==> src/rtl/gat_load_ctrl.sv <==
// gat_load_ctrl: streams host words into four BRAM regions, waits for the accelerator, then reads features back as a stream.
module gat_load_ctrl #(
  parameter int TOP_WIDTH = 32,
  parameter int H_DATA_DEPTH = 242101,
  parameter int NODE_INFO_DEPTH = 13264,
  parameter int WEIGHT_DEPTH = 22928,
  parameter int SUBGRAPH_IDX_DEPTH = 13264,
  parameter int NEW_FEATURE_DEPTH = 43328,
  parameter int FEAT_RD_LAT = 2,
  localparam int H_DATA_ADDR_W = $clog2(H_DATA_DEPTH),
  localparam int NODE_INFO_ADDR_W = $clog2(NODE_INFO_DEPTH),
  localparam int WEIGHT_ADDR_W = $clog2(WEIGHT_DEPTH),
  localparam int SUBGRAPH_IDX_ADDR_W = $clog2(SUBGRAPH_IDX_DEPTH),
  localparam int NEW_FEATURE_ADDR_W = $clog2(NEW_FEATURE_DEPTH),
  localparam int HB = H_DATA_ADDR_W + 2,
  localparam int IB = NODE_INFO_ADDR_W + 2,
  localparam int WB = WEIGHT_ADDR_W + 2,
  localparam int SB = SUBGRAPH_IDX_ADDR_W + 2,
  localparam int NB = NEW_FEATURE_ADDR_W + 2
) (
  input  logic                 clk,
  input  logic                 rst,
  input  logic                 start,
  input  logic [TOP_WIDTH-1:0] s_data,
  input  logic                 s_valid,
  output logic                 s_ready,
  output logic [TOP_WIDTH-1:0] h_data_bram_din,
  output logic                 h_data_bram_ena,
  output logic                 h_data_bram_wea,
  output logic [HB-1:0]        h_data_bram_addra,
  output logic [TOP_WIDTH-1:0] h_node_info_bram_din,
  output logic                 h_node_info_bram_ena,
  output logic                 h_node_info_bram_wea,
  output logic [IB-1:0]        h_node_info_bram_addra,
  output logic [TOP_WIDTH-1:0] wgt_bram_din,
  output logic                 wgt_bram_ena,
  output logic                 wgt_bram_wea,
  output logic [WB-1:0]        wgt_bram_addra,
  output logic [TOP_WIDTH-1:0] subgraph_bram_din,
  output logic                 subgraph_bram_ena,
  output logic                 subgraph_bram_wea,
  output logic [SB-1:0]        subgraph_bram_addra,
  output logic                 h_data_bram_load_done,
  output logic                 h_node_info_bram_load_done,
  output logic                 wgt_bram_load_done,
  input  logic                 gat_ready,
  output logic [NB-1:0]        feat_bram_addrb,
  input  logic [31:0]          feat_bram_dout,
  output logic [31:0]          m_data,
  output logic                 m_valid,
  input  logic                 m_ready,
  output logic                 m_last,
  output logic                 busy,
  output logic                 done
);
  localparam int D = FEAT_RD_LAT + 2;
  localparam int PW = $clog2(D);
  localparam int CW = $clog2(D + 1);
  typedef enum logic [2:0] {IDLE, LD_SUB, LD_H, LD_INFO, LD_WGT, WAIT_GAT, READ, FINISH} state_t;
  state_t state_q, state_d;
  logic [31:0] cnt_q, cnt_d, rd_q, rd_d, out_q, out_d, depth;
  logic h_done_q, h_done_d, info_done_q, info_done_d, wgt_done_q, wgt_done_d;
  logic [FEAT_RD_LAT-1:0] pipe_q, pipe_d;
  logic [31:0] buf_q [D];
  logic [PW-1:0] wp_q, rp_q;
  logic [CW-1:0] occ_q, occ_d, inflight;
  logic ld, beat, last_beat, issue, cap, pop, last_out, clr;
  function automatic logic [PW-1:0] inc(input logic [PW-1:0] p);
    return p == PW'(D - 1) ? '0 : p + PW'(1);
  endfunction
  always_comb begin
    ld = state_q inside {LD_SUB, LD_H, LD_INFO, LD_WGT};
    beat = ld & s_valid;
    depth = state_q == LD_SUB ? 32'(SUBGRAPH_IDX_DEPTH) : state_q == LD_H ? 32'(H_DATA_DEPTH) :
            state_q == LD_INFO ? 32'(NODE_INFO_DEPTH) : 32'(WEIGHT_DEPTH);
    last_beat = beat && cnt_q == depth - 32'd1;
    inflight = '0;
    for (int i = 0; i < FEAT_RD_LAT; i++) inflight = inflight + CW'(pipe_q[i]);
    cap = pipe_q[FEAT_RD_LAT-1];
    pop = m_valid & m_ready;
    // buffered plus in-flight words never exceed the buffer, so m_ready stalls cannot drop data
    issue = state_q == READ && rd_q < 32'(NEW_FEATURE_DEPTH) && 32'(occ_q) + 32'(inflight) < 32'(D);
    last_out = pop && out_q == 32'(NEW_FEATURE_DEPTH - 1);
    clr = state_q == IDLE && start;
    state_d = state_q;
    case (state_q)
      IDLE:     if (start) state_d = LD_SUB;
      LD_SUB:   if (last_beat) state_d = LD_H;
      LD_H:     if (last_beat) state_d = LD_INFO;
      LD_INFO:  if (last_beat) state_d = LD_WGT;
      LD_WGT:   if (last_beat) state_d = WAIT_GAT;
      WAIT_GAT: if (gat_ready) state_d = READ;
      READ:     if (last_out) state_d = FINISH;
      default:  state_d = IDLE;
    endcase
    cnt_d = last_beat ? '0 : cnt_q + 32'(beat);
    rd_d = state_q == FINISH ? '0 : rd_q + 32'(issue);
    out_d = state_q == FINISH ? '0 : out_q + 32'(pop);
    occ_d = occ_q + CW'(cap) - CW'(pop);
    pipe_d = FEAT_RD_LAT'({pipe_q, issue});
    h_done_d = !clr && (h_done_q || (state_q == LD_H && last_beat));
    info_done_d = !clr && (info_done_q || (state_q == LD_INFO && last_beat));
    wgt_done_d = !clr && (wgt_done_q || (state_q == LD_WGT && last_beat));
  end
  always_ff @(posedge clk) begin
    if (rst) begin
      state_q <= IDLE;
      cnt_q <= '0;
      rd_q <= '0;
      out_q <= '0;
      pipe_q <= '0;
      occ_q <= '0;
      wp_q <= '0;
      rp_q <= '0;
      h_done_q <= 1'b0;
      info_done_q <= 1'b0;
      wgt_done_q <= 1'b0;
    end else begin
      state_q <= state_d;
      cnt_q <= cnt_d;
      rd_q <= rd_d;
      out_q <= out_d;
      pipe_q <= pipe_d;
      occ_q <= occ_d;
      wp_q <= cap ? inc(wp_q) : wp_q;
      rp_q <= pop ? inc(rp_q) : rp_q;
      h_done_q <= h_done_d;
      info_done_q <= info_done_d;
      wgt_done_q <= wgt_done_d;
    end
  end
  always_ff @(posedge clk) if (cap) buf_q[wp_q] <= feat_bram_dout;
  assign s_ready = ld;
  assign subgraph_bram_ena = beat && state_q == LD_SUB;
  assign subgraph_bram_wea = subgraph_bram_ena;
  assign subgraph_bram_din = subgraph_bram_ena ? s_data : '0;
  assign subgraph_bram_addra = state_q == LD_SUB ? SB'({cnt_q, 2'b00}) : '0;
  assign h_data_bram_ena = beat && state_q == LD_H;
  assign h_data_bram_wea = h_data_bram_ena;
  assign h_data_bram_din = h_data_bram_ena ? s_data : '0;
  assign h_data_bram_addra = state_q == LD_H ? HB'({cnt_q, 2'b00}) : '0;
  assign h_node_info_bram_ena = beat && state_q == LD_INFO;
  assign h_node_info_bram_wea = h_node_info_bram_ena;
  assign h_node_info_bram_din = h_node_info_bram_ena ? s_data : '0;
  assign h_node_info_bram_addra = state_q == LD_INFO ? IB'({cnt_q, 2'b00}) : '0;
  assign wgt_bram_ena = beat && state_q == LD_WGT;
  assign wgt_bram_wea = wgt_bram_ena;
  assign wgt_bram_din = wgt_bram_ena ? s_data : '0;
  assign wgt_bram_addra = state_q == LD_WGT ? WB'({cnt_q, 2'b00}) : '0;
  assign h_data_bram_load_done = h_done_q;
  assign h_node_info_bram_load_done = info_done_q;
  assign wgt_bram_load_done = wgt_done_q;
  assign feat_bram_addrb = NB'({rd_q, 2'b00});
  assign m_valid = occ_q != '0;
  assign m_data = m_valid ? buf_q[rp_q] : '0;
  assign m_last = m_valid && out_q == 32'(NEW_FEATURE_DEPTH - 1);
  assign busy = state_q != IDLE;
  assign done = state_q == FINISH;
endmodule

==> config.mk <==
export PLATFORM = sky130hd
export DESIGN_NAME = gat_load_ctrl
export DESIGN_NICKNAME = d
export VERILOG_FILES = /design/src/rtl/gat_load_ctrl.sv
export SDC_FILE = /design/constraint.sdc
export NUM_CORES = 1
export LEC_CHECK = 0
export CORE_MARGIN = 5
export CORE_UTILIZATION = 52
export DETAILED_ROUTE_END_ITERATION = 7
export HOLD_SLACK_MARGIN = 0.1
export PLACE_DENSITY_LB_ADDON = 0.08
export SYNTH_ARGS = -nofsm -noshare
export SYNTH_HDL_FRONTEND = slang
export SYNTH_SLANG_ARGS = --single-unit
==> constraint.sdc <==
create_clock -name clk -period 7.1 [get_ports clk]
set_input_delay 1.42 -clock clk [delete_from_list [all_inputs] [get_ports clk]]
set_output_delay 1.42 -clock clk [all_outputs]
set_load 0.005 [all_outputs]
## After elaboration in Yosys (flattened, before gate mapping)

Memory sizes are Yosys's and may differ from the RTL's. A register that Yosys moved wholly into a read port is not among the register bits.
Index checks and enable logic that the tools add are counted.

- Word-level logic and storage cells: 97
- Memories kept: 1
- Register bits: 111
- Output and inout port bits: 263
- Input bits: 70
- Bits in writable memories: 128

Memories:

| memory | depth | bits a word | rd ports | clocked after Yosys merged registers in | wr ports | line | text |
|---|---|---|---|---|---|---|---|
| buf_q | 4 | 32 | 1 | 1 | 1 | 64 | `logic [31:0] buf_q [D];` |

- $add $sub $neg: 10
- Eq/ne operators: 18
- Magnitude comparators: 2
- Reduce and logical (&&, ||, !) cells: 27
- Bitwise gates (word level): 2
- Muxes and demuxes: 26

Operators with widths:

| cell | count |
|---|---|
| $mux 32 | 5 |
| $add 32x1->32 | 3 |
| $mux 18 | 2 |
| $eq 32x16->1 const B | 1 |
| $eq 32x32->1 | 1 |
| $lt 32x16->1 const B | 1 |
| $mux 16 | 2 |
| $mux 3 | 7 |
| $pmux 3 s7 | 1 |
| $mux 20 | 1 |
| $sub 18x1->19 const B | 1 |
| $mux 17 | 1 |
| $logic_and 1x1->1 | 16 |
| $mux 15 | 1 |
| $ne 2x2->1 const B | 7 |
| $eq 3x3->1 const B | 4 |
| $mux 2 | 4 |
| $reduce_and 7->1 | 1 |
| $eq 3x2->1 const B | 2 |
| $reduce_bool 3->1 | 2 |
| $add 2x1->2 const B | 2 |
| $add 3x2->4 | 1 |
| $eq 2x2->1 const B | 2 |
| $lt 4x3->1 const B | 1 |
| 11 further kinds | 16 |

## Longest topological paths before layout

Gate-level depths: netlist (run 1).

- Word-level depth: 10
- Mapped depth: 13
- Gate-level depth less buffers: 13

## Worst setup path after synthesis (run 1)

OpenSTA, ideal clock, no wires.

- Kind: input -> output
- Start point: input port s_valid
- End point: output port h_data_bram_din[18]
- Path buffers: 2
- Stages on the path: 3
- Required time: 5.680 ns
- Arrival: 2.028 ns
- Path slack: 3.652 ns
- Cell sequence: clkbuf_1 -> clkbuf_1 -> and3_1

- Cells in the longest elaborated chain, start to end: 3

Ends and longest elaborated chain:

| what | line | text |
|---|---|---|
| start, declared | 25 | `input logic s_valid,` |
| $and 1x1->1 | 73 | `beat = ld & s_valid;` |
| $logic_and 1x1->1 | 138 | `assign h_data_bram_ena = beat && state_q == LD_H;` |
| $mux 32 | 140 | `assign h_data_bram_din = h_data_bram_ena ? s_data : '0;` |
| end, declared | 27 | `output logic [TOP_WIDTH-1:0] h_data_bram_din,` |

Every way passes these cells.

## Worst setup path in the final report (run 1)

- Start point: input port s_valid
- End point: output port subgraph_bram_din[22]

- Cells in the longest elaborated chain, start to end: 3

Ends and longest elaborated chain:

| what | line | text |
|---|---|---|
| $and 1x1->1 | 73 |  |
| $logic_and 1x1->1 | 134 | `assign subgraph_bram_ena = beat && state_q == LD_SUB;` |
| $mux 32 | 136 | `assign subgraph_bram_din = subgraph_bram_ena ? s_data : '0;` |
| end, declared | 39 | `output logic [TOP_WIDTH-1:0] subgraph_bram_din,` |

Every way passes these cells.

==> key figures, run 1 <==
Yosys
  – Ys async rst share: 0%
  – Yosys top cell area share: about a third
  – Yosys reg bits: 241
  – Synth warn: 0
  – Cell taking the most area after synthesis: edfxtp_1
  – Most used DFF post-synth: edfxtp_1
  – Synthesized area: 0.0117 sq mm
  – EDFF count, synth: 128
  – Number of distinct library cells after synthesis: 54
  – Avg Inst Size Synth: 10.9 sq um
  – Syn Inst Count: 1,074
  – Post-synthesis sequential area ratio: 52.1%
  – Top cells by area, synth: edfxtp_1, dfxtp_1, and3_1, mux4_2, and2_1

Clock network
  – Clock buffer count from CTS: 24
  – Worst-skew pair later-pin latency: roughly 0.51 ns
  – H-tree levels: 1
  – CTS tree: yes
  – Max clock buf depth: 3
  – Setup repair bufs after CTS: 0
  – Worst-path clk slew: ~0.06 ns
  – Cts hold-fix bufs: 0
  – Clock root cell: clkbuf_16
  – Post-CTS resize count: 0
  – Clock sink total: 241

GRT
  – First-pass GRT wire length: 48,500 um
  – GRT Total Usage: 23.1%
  – GRT overflow: 0
  – Vias in the first global route: 8,708
  – Largest net degree at the start of global routing: 86
  – Initial antenna violation count: 1

Floorplan
  – Die ar.: 0.0256 sq mm
  – Ports: 333
  – Die height: 160 um
  – CORE AREA: 0.0224 sq mm
  – Row count: 55
  – Die width: 160 um
  – Starting Density: 52.2%

STA
  – Final setup fails: 0
  – Worst-Margin Slew: 1.13 ns
  – Relative slew margins: between 20% and 30%
  – Tmin final: 4.89 ns
  – Clk_skew: ~0.011 ns
  – RSZ-0062 raised after global routing: no
  – Total negative slack: 0 ns
  – Max Clk Rate: approximately 0.20 GHz
  – Hold Vio Cnt, Final: 0
  – Max-slew violation count: 0
  – Crit share post-route: 68.9%

Critical path
  – Reg-to-Reg End: out_q[30]
  – Sum of buffers and inverters on the critical path: 3
  – Cell depth of the worst flop-to-flop path: 12
  – Critical path startpoint category: input port
  – Critical path endpoint category: output pin
  – Critical Path Fanout Max: 85
  – Crit Path Class: in -> out
  – Slowest stage cell, crit path: buf_2
  – CP peak stage delay: 0.79 ns
  – Reg2reg setup slack: between 3 and 4 ns
  – RR Startpoint: occ_q[1]
  – WP data required: roughly 5.7 ns
  – Arrival time of the worst setup path: roughly 3.5 ns
  – Delay-heaviest family, CP: buffers and inverters
  – Worst-path cell chain: buf_2, buf_4, and3_1, clkdlybuf4s50_1

Drt
  – DR DRC count: 0
  – DRT Wirelength: 30,600 um
  – Iter 0 DRT Violations: 609
  – Routed Antenna Nets: 0
  – Wire per inst: ~19 um
  – Drt pass-1 iters: 5
  – Vias per cell: 5.36
  – Vias: 8,839

Hold path
  – HP Class: reg -> reg
  – Hold EP: pipe_q[1]
  – Hold depth: 1
  – Worst min-delay path startpoint: pipe_q[0]

Place
  – Gpl congestion: 0.868
  – PortBufs: roughly 320
  – Dpl cell area: 0.0149 sq mm
  – Final HPWL DP: 21,600 um

Outcome
  – Status: complete, no violations

Pwr
  – LEAKAGE: 5.92 nW
  – Worst ir drop on vdd: 0.180 mV
  – Pwr per Cell Area: about 230 mW/mm^2

Final layout
  – Design area: 0.0157 sq mm
  – Share of layout cells above drive strength 1: 7.86%
  – Layout area overhead: 34.1%
  – Fin nets: about 1,400

Run
  – Max_cap viols: 0
[per-stage QoR]
step | hold WS (ns) | util (%) | setup slack [ns] | total power [W] | cells
after global routing | 0.499 | 70.0 | 2.01 | 0.00374 | 1647
after floorplan | 0.445 | - | 3.65 | 0.00195 | 1083
after global placement | 0.457 | 66.5 | 2.35 | 0.00236 | 1603
final | 0.468 | 70.0 | 2.21 | 0.00357 | 1649
after detailed placement | 0.464 | 66.5 | 2.26 | 0.00237 | 1603
after CTS | 0.463 | 70.0 | 2.26 | 0.00361 | 1647
[flip-flops by register name (all words and copies together), names as in the netlist, named ones only]
| name | flops |
|---|---|
| rd_q | 32 |
| cnt_q | 32 |
| h_node_info_bram_load_done | 1 |
| h_data_bram_load_done | 1 |
| state_q | 3 |
| wgt_bram_load_done | 1 |
| occ_q | 3 |
| buf_q | 128 |
| wp_q | 2 |
| pipe_q | 2 |
| rp_q | 2 |
| out_q | 32 |
[worst reg2reg max path: stages, from the launching register on]
cell	delay (ns)
dfxtp_1	0.41
nor2_1	0.09
nand2_1	0.81
nand2_1	0.27
inv_1	0.22
ha_1	0.21
ha_1	0.20
nand3_1	0.17
nand2b_1	0.21
nor4_1	0.61
nand3_1	0.18
xor2_1	0.16
nor2_1	0.05
[routing by layer]
metal | global-route usage (%) | up-vias | part of all wire [%]
li1 | - | 4327 | -
met1 | 31.5 | 4203 | 43
met2 | 38.5 | 268 | 49
met3 | 5.45 | 41 | 7.1
met4 | 3.64 | 0 | 1.5
met5 | 0 | - | 0
[logic make-up after synthesis]
family,after synthesis,share of synthesized area [%]
and+or+nand+nor,548,26.3
DFF,241,52.1
buffers and inverters,115,5.03
xor gates and xnor gates,88,6.58
muxes,36,6.50
AOI/OAI and AO/OA,29,1.68
adders and majority gates,16,1.77
other,1,0.0320
[layout make-up]
cell class,instances,area (sq um)
multi-input cells,727,5080
fillers,1622,6730
clock buffers,28,636
inverters,16,60.1
flip-flops and latches,241,6110
clock inverters,16,153
diodes,2,5.00
well taps,285,357
repair buffers,334,3310
[worst max-delay path by stage]
stage          slack, ns  cells after the start                        to  startpoint
3_3_place_gp        2.35                      4  h_node_info_bram_din[13]     s_valid
4_1_cts             2.26                      4  h_node_info_bram_din[18]     s_valid
6_report            2.21                      4     subgraph_bram_din[22]     s_valid
3_5_place_dp        2.26                      4  h_node_info_bram_din[18]     s_valid
5_1_grt             2.01                      4  h_node_info_bram_din[11]     s_valid
2_1_floorplan       3.65                      3       h_data_bram_din[18]     s_valid
[power breakdown]
group	internal (W)	switching (W)
logic	0.000466	0.000346
registers	0.00149	0.0000275
clock network	0.000718	0.000519
total	0.00267	0.000893
[cells in the final DEF (no fill, tap or decap), types with 3 or more instances in the layout]
master           instances
a21oi_1                 11
and2_1                 101
and3_1                 150
and4_1                  13
buf_4                   12
clkbuf_16               24
clkdlybuf4s50_1        321
clkinv_2                 6
clkinvlp_4               4
conb_1                  10
dfxtp_1                112
edfxtp_1               128
ha_1                    15
inv_1                   16
mux2i_1                  3
mux4_2                  32
nand2_1                 41
nand2b_1                 3
nand3_1                 40
nand4_1                 23
nor2_1                 105
nor2_2                  13
nor2b_1                  5
nor3_1                  11
nor3b_4                  3
nor4_1                  16
nor4b_1                  4
o21ai_0                  6
or3_1                    6
xnor2_1                 25
xor2_1                  63
[synth_stat cells, drive strengths merged, types with 3 or more instances]
| master | number |
|---|---|
| and3 | 150 |
| edfxtp | 128 |
| nor2 | 119 |
| dfxtp | 113 |
| and2 | 101 |
| xor2 | 63 |
| clkbuf | 57 |
| buf | 42 |
| nand2 | 41 |
| nand3 | 40 |
| mux4 | 32 |
| xnor2 | 25 |
| nand4 | 23 |
| inv | 16 |
| nor4 | 16 |
| ha | 15 |
| and4 | 13 |
| a21oi | 11 |
| nor3 | 11 |
| o21ai | 6 |
| or3 | 6 |
| nor2b | 5 |
| nor3b | 4 |
| nor4b | 4 |
| mux2i | 3 |
| nand2b | 3 |
| or2 | 3 |
Power figures use the tool's default switching activity.
==> run 2, diff against run 1 <==
Settings changed: CORE_UTILIZATION 52 to 44.
Clock period 7.1 ns to 3.9 ns, I/O delays scaled along.
==> run 2 against run 1 <==
Hold slack gained 0.010 ns; total power grew 83%; combinational power grew 83%; routed wire length grew 2.4%; critical path type is now reg -> out; critical endpoint is now subgraph_bram_din[28]; largest power group unchanged; highest routed layer unchanged.
==> key figures, run 2 (synthesis gave the netlist of run 1 again) <==
Floorplan
  – Die height: 173 um (was 160 um)
  – Ports: 333 (unchanged)
  – CORE AREA: 0.0261 sq mm (was 0.0224 sq mm)
  – Starting Density: 44.8% (was 52.2%)
  – Die width: 173 um (was 160 um)
  – Row count: 59 (was 55)
  – Die ar.: 0.0300 sq mm (was 0.0256 sq mm)

Critical path
  – Critical path startpoint category: flip-flop (was input port)
  – Critical path endpoint category: output pin (unchanged)
  – WP data required: 3.12 ns (was 5.68 ns)
  – Crit Path Class: reg -> out (was in -> out)
  – Arrival time of the worst setup path: 2.80 ns (was 3.47 ns)
  – Critical Path Fanout Max: 46 (was 85)

STA
  – Worst-Margin Slew: 0.737 ns (was 1.13 ns)
  – Hold Vio Cnt, Final: 0 (unchanged)
  – Total negative slack: 0 ns (unchanged)
  – Crit share post-route: about nine tenths
  – RSZ-0062 raised after global routing: no (unchanged)
  – Tmin final: 3.58 ns
  – Final setup fails: 0 (unchanged)
  – Worst hold slack: 0.478 ns (was 0.468 ns)
  – Relative slew margins: 50.4% (was 24.9%)
  – Max-slew violation count: 0 (unchanged)
  – Clk_skew: 0.0220 ns (was 0.0111 ns)
  – Max Clk Rate: between 0.2 and 0.3 GHz

Hold path
  – HP Class: reg -> reg (unchanged)

Drt
  – DR DRC count: 0 (unchanged)
  – Vias per cell: 5.16 (was 5.36)
  – Vias: 8,822 (was 8,839)
  – Drt pass-1 iters: 5 (unchanged)
  – DRT Wirelength: 31,300 um (was 30,600 um)
  – Routed Antenna Nets: 0 (unchanged)
  – Iter 0 DRT Violations: 610 (was 609)
  – Wire per inst: 18.3 um (was 18.5 um)

Final layout
  – Commonest cells after routing, fill and taps aside: clkdlybuf4s50_1, and3_1, edfxtp_1, dfxtp_1, nor2_1 (unchanged)
  – Final core utilization: 60.7% (was 70.0%)
  – Layout area overhead: 35.3% (was 34.1%)
  – Design area: 0.0159 sq mm (was 0.0157 sq mm)
  – Share of layout cells above drive strength 1: 7.87% (was 7.86%)
  – Fin nets: 1,440 (was 1,430)
  – Max FFs per register: 128 (unchanged)
  – Most flops, register: buf_q (unchanged)
  – Most common cell after layout, fill and taps aside: clkdlybuf4s50_1 (unchanged)

Outcome
  – Status: complete, no violations (unchanged)

Clock network
  – CTS tree: yes (unchanged)
  – H-tree levels: 1 (unchanged)
  – Max clock buf depth: 3 (unchanged)
  – Worst-path clk slew: 0.06 ns (about the same)
  – Clock sink total: 241 (unchanged)
  – Post-CTS resize count: 0 (unchanged)
  – Cts hold-fix bufs: 0 (unchanged)
  – Setup repair bufs after CTS: 0 (unchanged)
  – Worst-skew pair later-pin latency: 0.52 ns (was 0.51 ns)
  – Clock buffer count from CTS: 25 (was 24)
  – Clock root cell: clkbuf_16 (unchanged)

Run
  – Max_cap viols: 0 (unchanged)

Pwr
  – Pwr per Cell Area: 411 mW/mm^2 (was 227 mW/mm^2)
  – Tot Pwr: 0.00652 W (was 0.00357 W)
  – LEAKAGE: 5.98 nW (was 5.92 nW)
  – Worst ir drop on vdd: 0.309 mV (was 0.180 mV)

Place
  – Gpl congestion: 0.836 (was 0.868)
  – Final HPWL DP: 22,200 um (was 21,600 um)
  – PortBufs: 322 (unchanged)
  – Dpl cell area: 0.0151 sq mm (was 0.0149 sq mm)

GRT
  – Vias in the first global route: 8,572 (was 8,708)
  – First-pass GRT wire length: 49,200 um (was 48,500 um)
  – Initial antenna violation count: 0 (was 1)
  – Largest net degree at the start of global routing: 104 (was 86)
  – GRT Total Usage: 20.0% (was 23.1%)
  – GRT overflow: 0 (unchanged)
run 2: changes by cell type in the layout (fill, tap and decap cells not counted), sizes merged:
| cell | delta |
|---|---|
| buf | +9 |
| clkbuf | -2 |
| clkinv | +4 |
| clkinvlp | -2 |
| diode | -1 |
| inv | +2 |
run 2: power breakdown:
group | total [W] | switching, W | internal (W)
Clock | 0.00227 | 0.000958 | 0.00131
Sequential | 0.00276 | 0.0000496 | 0.00271
Combinational | 0.00149 | 0.000618 | 0.000871
Total | 0.00652 | 0.00163 | 0.00489
run 2: path summary, 6_finish.rpt:
| kind | slack (ns) | from | depth (start not counted) | endpoint |
|---|---|---|---|---|
| worst max-delay path | 0.32 | state_q[0] | 4 | subgraph_bram_din[28] |
| worst min-delay path | 0.48 | pipe_q[0] | 1 | pipe_q[1] |
| worst max register to register | 0.74 | state_q[1] | 10 | rd_q[28] |
| worst min register to register | 0.48 | pipe_q[0] | 1 | pipe_q[1] |
run 2: metrics by stage:
step	setup slack [ns]	instances
4_1_cts	0.297	1708
5_1_grt	0.131	1708
3_3_place_gp	0.584	1662
6_report	0.316	1709
3_5_place_dp	0.590	1662
2_1_floorplan	1.26	1083
run 2: layout make-up:
type / instances / area [sq um]
clock inverters: 20 / 160
multi-input cells: 727 / 5070
flip-flops and latches: 241 / 6110
fillers: 2199 / 10300
clock buffers: 26 / 629
well taps: 335 / 419
diodes: 1 / 2.50
inverters: 16 / 60.1
repair buffers: 343 / 3400
run 2: worst max-delay path, stage by stage (launching register included):
cell and delay, ns:
dfxtp_1 0.72, nor3b_4 0.28, buf_4 0.39, and3_1 0.29, clkdlybuf4s50_1 0.60
run 2: metal layers:
metal / GRT usage [%] / part of all wire, %
met2: 34.1 / 49
met4: 3.03 / 1.6
met5: 0 / 0
met1: 27.5 / 44
met3: 3.60 / 5.5
